### src/rtl/abm_set_notifier_pkg.sv
// Shared definitions for the ABM set notifier.
//   DEF_CNT_W / DEF_TO_W : default counter and timer widths
//   ch_lsb()             : LSB position of channel i inside the flat ch_count bus
package abm_set_notifier_pkg;

   localparam int DEF_CNT_W = 32;
   localparam int DEF_TO_W  = 32;

   // Channel i occupies ch_count[ch_lsb(i, w) +: w].
   function automatic int ch_lsb(input int ch, input int cnt_w);
      return ch * cnt_w;
   endfunction

endpackage

### src/rtl/abm_chan_tracker.sv
// Per-channel state of the ABM set notifier.
//   clk, resetn  : clock, synchronous active-low reset
//   upd          : 1-cycle "ABM updated" strobe for this channel
//   set_done     : the set completes on this edge (pending bit clears)
//   drop         : partial set discarded on timeout; this cycle's strobe starts the new set
//   clear_err    : clears the sticky overrun flag
//   pending      : channel has contributed to the current set
//   ovr_hit      : combinational, channel updated again while already pending
//   ch_count     : free-running update counter (wraps)
//   ovr_sticky   : sticky overrun flag
module abm_chan_tracker
   import abm_set_notifier_pkg::*;
#(
   parameter int CNT_W = DEF_CNT_W
) (
   input  logic             clk,
   input  logic             resetn,
   input  logic             upd,
   input  logic             set_done,
   input  logic             drop,
   input  logic             clear_err,
   output logic             pending,
   output logic             ovr_hit,
   output logic [CNT_W-1:0] ch_count,
   output logic             ovr_sticky
);

   assign ovr_hit = upd & pending;

   always_ff @(posedge clk) begin
      if (!resetn) begin
         pending    <= 1'b0;
         ch_count   <= '0;
         ovr_sticky <= 1'b0;
      end else begin
         // Every strobe is counted, even one that overruns the set.
         if (upd) ch_count <= ch_count + CNT_W'(1);

         if (set_done)  pending <= 1'b0;
         else if (drop) pending <= upd;
         else           pending <= pending | upd;

         // A fresh overrun outranks a simultaneous clear.
         if (ovr_hit)        ovr_sticky <= 1'b1;
         else if (clear_err) ovr_sticky <= 1'b0;
      end
   end

endmodule

### src/rtl/abm_set_notifier.sv
// N-channel ABM update notifier: pulses ready once every channel has updated
// once (any order), counts completed sets, flags overruns and partial-set timeouts.
//   clk, resetn  : clock, synchronous active-low reset
//   updated      : per-channel 1-cycle update strobes
//   clear_err    : clears ovr_sticky / to_sticky
//   ch_count     : per-channel update counters, channel i at [i*CNT_W +: CNT_W]
//   set_count    : completed sets (wraps)
//   pending      : channels already seen in the current set
//   ready        : 1-cycle pulse, set completed on the previous edge
//   overrun      : 1-cycle pulse, a channel updated twice within one set
//   timeout      : 1-cycle pulse, partial set waited TIMEOUT cycles
//   ovr_sticky   : per-channel sticky overrun
//   to_sticky    : sticky timeout
module abm_set_notifier
   import abm_set_notifier_pkg::*;
#(
   parameter int NUM_CH     = 2,
   parameter int CNT_W      = DEF_CNT_W,
   parameter int TO_W       = DEF_TO_W,
   parameter int TIMEOUT    = 0,
   parameter int DROP_ON_TO = 0
) (
   input  logic                    clk,
   input  logic                    resetn,
   input  logic [NUM_CH-1:0]       updated,
   input  logic                    clear_err,
   output logic [NUM_CH*CNT_W-1:0] ch_count,
   output logic [CNT_W-1:0]        set_count,
   output logic [NUM_CH-1:0]       pending,
   output logic                    ready,
   output logic                    overrun,
   output logic                    timeout,
   output logic [NUM_CH-1:0]       ovr_sticky,
   output logic                    to_sticky
);

   localparam bit            TO_EN   = (TIMEOUT > 0);
   localparam bit            DROP_EN = (DROP_ON_TO != 0);
   localparam logic [TO_W-1:0] TO_LAST = TO_W'((TIMEOUT > 0) ? TIMEOUT - 1 : 0);

   logic [NUM_CH-1:0] pend;
   logic [NUM_CH-1:0] hit;
   logic              complete;
   logic              to_fire;
   logic              drop;
   logic [TO_W-1:0]   timer;

   // A repeated strobe on an already-pending channel adds nothing new, so
   // OR-ing the raw strobes in is the same as OR-ing only the counted ones.
   assign complete = &(pend | updated);
   // Completion outranks timeout; the timer only runs while a set is open.
   assign to_fire  = TO_EN && (|pend) && !complete && (timer == TO_LAST);
   assign drop     = DROP_EN && to_fire;

   for (genvar i = 0; i < NUM_CH; i++) begin : g_ch
      logic [CNT_W-1:0] cnt;

      abm_chan_tracker #(.CNT_W(CNT_W)) u_trk (
         .clk        (clk),
         .resetn     (resetn),
         .upd        (updated[i]),
         .set_done   (complete),
         .drop       (drop),
         .clear_err  (clear_err),
         .pending    (pend[i]),
         .ovr_hit    (hit[i]),
         .ch_count   (cnt),
         .ovr_sticky (ovr_sticky[i])
      );

      assign ch_count[ch_lsb(i, CNT_W) +: CNT_W] = cnt;
   end

   assign pending = pend;

   always_ff @(posedge clk) begin
      if (!resetn) begin
         set_count <= '0;
         timer     <= '0;
         ready     <= 1'b0;
         overrun   <= 1'b0;
         timeout   <= 1'b0;
         to_sticky <= 1'b0;
      end else begin
         if (complete) set_count <= set_count + CNT_W'(1);

         if (!TO_EN || complete || !(|pend) || to_fire) timer <= '0;
         else                                           timer <= timer + TO_W'(1);

         ready   <= complete;
         overrun <= |hit;
         timeout <= to_fire;

         if (to_fire)        to_sticky <= 1'b1;
         else if (clear_err) to_sticky <= 1'b0;
      end
   end

endmodule

### config.mk
export PLATFORM = sky130hd
export DESIGN_NAME = abm_set_notifier
export DESIGN_NICKNAME = d
export VERILOG_FILES = /design/src/rtl/abm_set_notifier_pkg.sv /design/src/rtl/abm_chan_tracker.sv /design/src/rtl/abm_set_notifier.sv
export SDC_FILE = /design/constraint.sdc
export NUM_CORES = 1
export LEC_CHECK = 0
export CORE_UTILIZATION = 51
export CTS_BUF_LIST = sky130_fd_sc_hd__clkbuf_8 sky130_fd_sc_hd__clkbuf_16
export DETAILED_ROUTE_END_ITERATION = 8
export PLACE_DENSITY = 0.81
export REMOVE_ABC_BUFFERS = 1
export SLEW_MARGIN = 20
export SYNTH_ARGS = -nofsm -noshare
export SYNTH_HDL_FRONTEND = slang
export SYNTH_SLANG_ARGS = --single-unit
### constraint.sdc
create_clock -name clk -period 4.5 [get_ports clk]
set_clock_uncertainty 0.1 [all_clocks]
set_input_delay 1.125 -clock clk [delete_from_list [all_inputs] [get_ports clk]]
set_output_delay 1.125 -clock clk [all_outputs]
set_load 0.02 [all_outputs]
**Word level (Yosys, flattened, before mapping)**

Index checks and enable logic that the tools add are counted.

- Flip-flop bits (word level): 102
- Bits of input ports: 5
- Logic and storage cells: 26
- Output and inout bits: 104

- $add $sub $neg: 3
- Bitwise operators: 6
- Muxes and demuxes: 3
- Reductions and logical operators: 5

Operators by type and width:

| kind | count |
|---|---|
| 32-bit by 1-bit adder with 32-bit output (second input constant) | 3 |
| 2-bit nonzero test | 2 |
| 2-bit OR reduction | 2 |
| 1-bit two-way mux | 3 |
| 1-bit bitwise AND | 2 |
| 1-bit OR | 2 |
| 2-bit OR | 1 |
| 2-bit AND reduction | 1 |
| 1-bit NOT | 1 |

**Logic depth before layout (Yosys ltp)**

- Word-level depth: 3
- Gate-level depth with buffers: 7
- Depth with buffers taken out: 5

**By module**

From an unflattened synthesis, not the netlist that was laid out.

- Cell total of the unflattened synthesis: 549
- Area total of the unflattened synthesis: 4763.3 um^2

By module, submodules not included:

| module | cells each | sequential area each (um^2) | instances | area each (um^2) |
|---|---|---|---|---|
| abm_chan_tracker | 182 | 680.7 | 2 | 1596.5 |
| abm_set_notifier | 185 | 680.7 | 1 | 1570.3 |

**Worst setup path after synthesis**

OpenSTA, ideal clock, no wires.

- Path type: input port to flip-flop
- Start: in updated[0]
- End: reg g_ch[0].u_trk.ch_count[24]
- Stages on the path: 6
- Data arrival time: 2.496 ns
- Slack: 1.832 ns
- Required time: 4.328 ns
- Path buffers: 2
- Cells stage by stage: buf_4 -> nand4_1 -> or3_1 -> buf_2 -> nor4_1 -> mux2i_1

RTL lines:

| element | RTL line | text |
|---|---|---|
| start: declaration | abm_set_notifier.sv:25 | `input logic [NUM_CH-1:0] updated,` |
| end signal: assignment | abm_chan_tracker.sv:37 | `if (upd) ch_count <= ch_count + CNT_W'(1);` |
| end: declaration | abm_chan_tracker.sv:24 | `output logic [CNT_W-1:0] ch_count,` |

**Worst setup path after layout**

- Start: in updated[1]
- End: reg set_count[22]

- Cells in the longest elaborated chain, start to end: 2

Ends and longest elaborated chain:

| element | RTL line | text |
|---|---|---|
| 2-bit OR | abm_set_notifier.sv:50 | `assign complete = &(pend \| updated);` |
| 2-bit AND reduction | abm_set_notifier.sv:50 |  |
| end signal: assignment | abm_set_notifier.sv:85 | `if (complete) set_count <= set_count + CNT_W'(1);` |
| end: declaration | abm_set_notifier.sv:28 | `output logic [CNT_W-1:0] set_count,` |

No other way between the ends.
A chain may end at the register's enable or synchronous reset.

==> results.py <==
metrics = {
    "drt": {
        "via_per_inst": 5.88,
        "wl_per_cell_um": 14.7,
        "wl_um": 11300,
        "vias": 4524,
        "drtPass1Iterations": 4,
        "drt_iter0_drc": 167,
        "post-route-drc-count": 0,
        "ant_nets": 0,
    },
    "clock_network": {
        "cts_num_sinks": 102,
        "clkTransAtPathRegs_ns": 0.09,
        "clockBufferDepth": 2,
        "clk_latency_ns": 0.35,
        "postCtsSetupBuffers": 0,
        "numCtsBuffers": 9,
        "cts_root_buffer": "clkbuf_8",
        "cts-hold-fix-buffers": 0,
        "cts_resized": 0,
        "cts_tree": "done",
        "htreeDepth": 3,
    },
    "sta": {
        "tightest_slew_ns": 0.608,
        "relSlewSlack_pct": 59.5,
        "setup_viol": 0,
        "fmax_mhz": 299,
        "finalSetupTns_ns": 0,
        "maxSlewViolCount": 0,
        "timing.final.crit_share_pct": 74.4,
        "hold_viol": 0,
        "fin_crit_ns": 3.35,
        "rsz0062_at_grt": "no",
    },
    "logic_synthesis": {
        "synthArstFlopShare_pct": 0,
        "ys_seq_elements": 102,
        "synth_cell_type_count": 39,
        "synth_ff_type": "dfxtp_1",
        "ys_seq_area_share_pct": 42.5,
        "avgSynthCellArea_um2": 8.51,
        "syn_inst": 565,
        "syn_area_um2": 4810,
        "ys_warn_count": 0,
        "synth_edf_count": 0,
    },
    "worst_setup_path": {
        "worstSetupEndpointType": "flip-flop",
        "path_cells": "clkdlybuf4s50_1 > buf_4 > o22ai_1 > or4_1 > or4_1 > a21oi_1",
        "slowest_delay_ns": 0.78,
        "crit_arrival_ns": 3.52,
        "r2r_start": "set_count[0]",
        "crit_path_frequent_cell": "or4_1",
        "worstPathMaxFanout": 19,
        "rr_endpoint": "set_count[22]",
        "r2r_cells": 5,
        "setup.worst_path.end": "set_count[22]",
        "rrSetupSlack_ns": 2.10,
        "crit_start": "updated[1]",
        "crit_path_top_delay_cell": "or4_1",
        "criticalPathCategory": "in2reg",
        "critPathLaunchType": "input pin",
        "required_ns": 4.67,
    },
    "grt": {
        "grt_pass1_wl_um": 18900,
        "grt_usage_pct": 23.3,
        "antenna_found_initial": 0,
        "grt_pass1_vias": 4095,
        "grt_start_max_net_pins": 40,
        "gr-total-overflow": 0,
    },
    "die": {
        "initial_utilization_pct": 52.3,
        "ios": 109,
        "rows": 35,
        "die_h_um": 99.1,
        "die-area_um2": 9820,
        "placeableCoreArea_um2": 9200,
        "die_w_um": 99.1,
    },
    "cells_and_area": {
        "area_delta_synth_final_pct": 26.6,
        "fin_cells": 770,
        "nFillCells": 779,
        "drive_gt1_share_pct": 4.55,
        "regArea_um2": 2040,
        "multi_input_area_um2": 2540,
        "diodes": 0,
        "nets": 663,
        "fin_util_pct": 66.2,
        "most-common-layout-cells": "clkdlybuf4s50_1, dfxtp_1, nand2_1, nor2_1, a21oi_1",
        "final_common_cell": "clkdlybuf4s50_1",
    },
    "min_path": {
        "worstHoldPathType": "reg2reg",
    },
    "placement": {
        "post-dp-hpwl_um": 7950,
        "io_buffers": 106,
        "dp.cells": 755,
        "gp_congestion": 0.829,
    },
    "power": {
        "leakage_uw": 0.00195,
        "vdd_drop_max_v": 0.000178,
        "total_power_uw": 1610,
        "power_density_nw_per_um2": 265,
    },
    "outcome": {
        "outcome": "finished, final reports clean",
    },
    "flow_run": {
        "maxCapViolCount": 0,
    },
}
[logic make-up after synthesis]
family / after synthesis / share of synthesized area [%]
adder cells (fa/ha/maj): 3 / 0.781
flip-flops: 102 / 42.5
other: 1 / 0.0780
XOR/XNOR: 34 / 6.19
buffers and inverters: 49 / 4.76
AND/OR/NAND/NOR: 264 / 30.3
AO/OA/AOI/OAI: 95 / 11.9
multiplexers: 17 / 3.54
[layer usage]
layer | GRT usage (%) | vias to the layer above | share of wire [%]
met1 | 30.5 | 2149 | 46
met2 | 39.3 | 114 | 48
li1 | - | 2245 | -
met5 | 0 | - | 0
met4 | 8.82 | 0 | 1.9
met3 | 3.12 | 16 | 4.4
[worst min-delay path by stage]
stage                                           from                    endpoint  slack [ns]  depth (start not counted)
after floorplan                        set_count[31]               set_count[31]        0.44                          2
after global placement                 set_count[31]               set_count[31]        0.36                          2
after detailed placement               set_count[31]               set_count[31]        0.37                          2
after CTS                              set_count[31]               set_count[31]        0.39                          2
after global routing      g_ch[0].u_trk.ch_count[31]  g_ch[0].u_trk.ch_count[31]        0.41                          2
final                                  set_count[31]               set_count[31]        0.38                          2
[cell usage after synthesis (18+ instances only)]
| cell type | number | area share (%) |
|---|---|---|
| dfxtp_1 | 102 | 42 |
| nand2_1 | 50 | 3.9 |
| xnor2_1 | 24 | 4.4 |
| nand2b_1 | 18 | 2.3 |
| clkbuf_1 | 18 | 1.4 |
| nand4_1 | 29 | 3.8 |
| nor2_1 | 45 | 3.5 |
| nand3_1 | 30 | 3.1 |
| or4_1 | 28 | 4.4 |
| a21oi_1 | 45 | 4.7 |
| o31ai_1 | 24 | 3.7 |
[power by group]
| group | leakage (uW) | internal (uW) | switching (uW) |
|---|---|---|---|
| clock | 0.000108 | 306 | 297 |
| combinational | 0.00102 | 33.5 | 51.2 |
| sequential | 0.000823 | 911 | 12.6 |
| total | 0.00195 | 1250 | 361 |
[state kept, by name, indices dropped and copies added (netlist names)]
| name | flops |
|---|---|
| g_ch.u_trk.ch_count | 64 |
| set_count | 32 |
| g_ch.u_trk.ovr_sticky | 2 |
| g_ch.u_trk.pending | 2 |
| overrun | 1 |
| ready | 1 |
[critical path: cells and delay by family]
family	cells	cell delay [ns]
buf+inv	2	0.66
simple gates	2	1.33
compound gates	2	0.40
[final cells by class]
| class | instances | share of cell area, % |
|---|---|---|
| Clock buffer | 9 | 2.03 |
| Clock inverter | 6 | 1.32 |
| Inverter | 15 | 0.925 |
| Multi-Input combinational cell | 415 | 41.7 |
| Sequential cell | 102 | 33.5 |
| Tap cell | 111 | 2.28 |
| Timing Repair Buffer | 112 | 18.2 |
[per-stage QoR]
step / cell area [um2] / setup WS [ns] / hold slack (ns)
2_1_floorplan: 4640 / 1.71 / 0.438
3_3_place_gp: 5880 / 0.906 / 0.358
3_5_place_dp: 5880 / 0.857 / 0.372
4_1_cts: 6090 / 1.18 / 0.385
5_1_grt: 6090 / 0.991 / 0.406
6_report: 6090 / 1.15 / 0.378
Power figures use the tool's default switching activity.
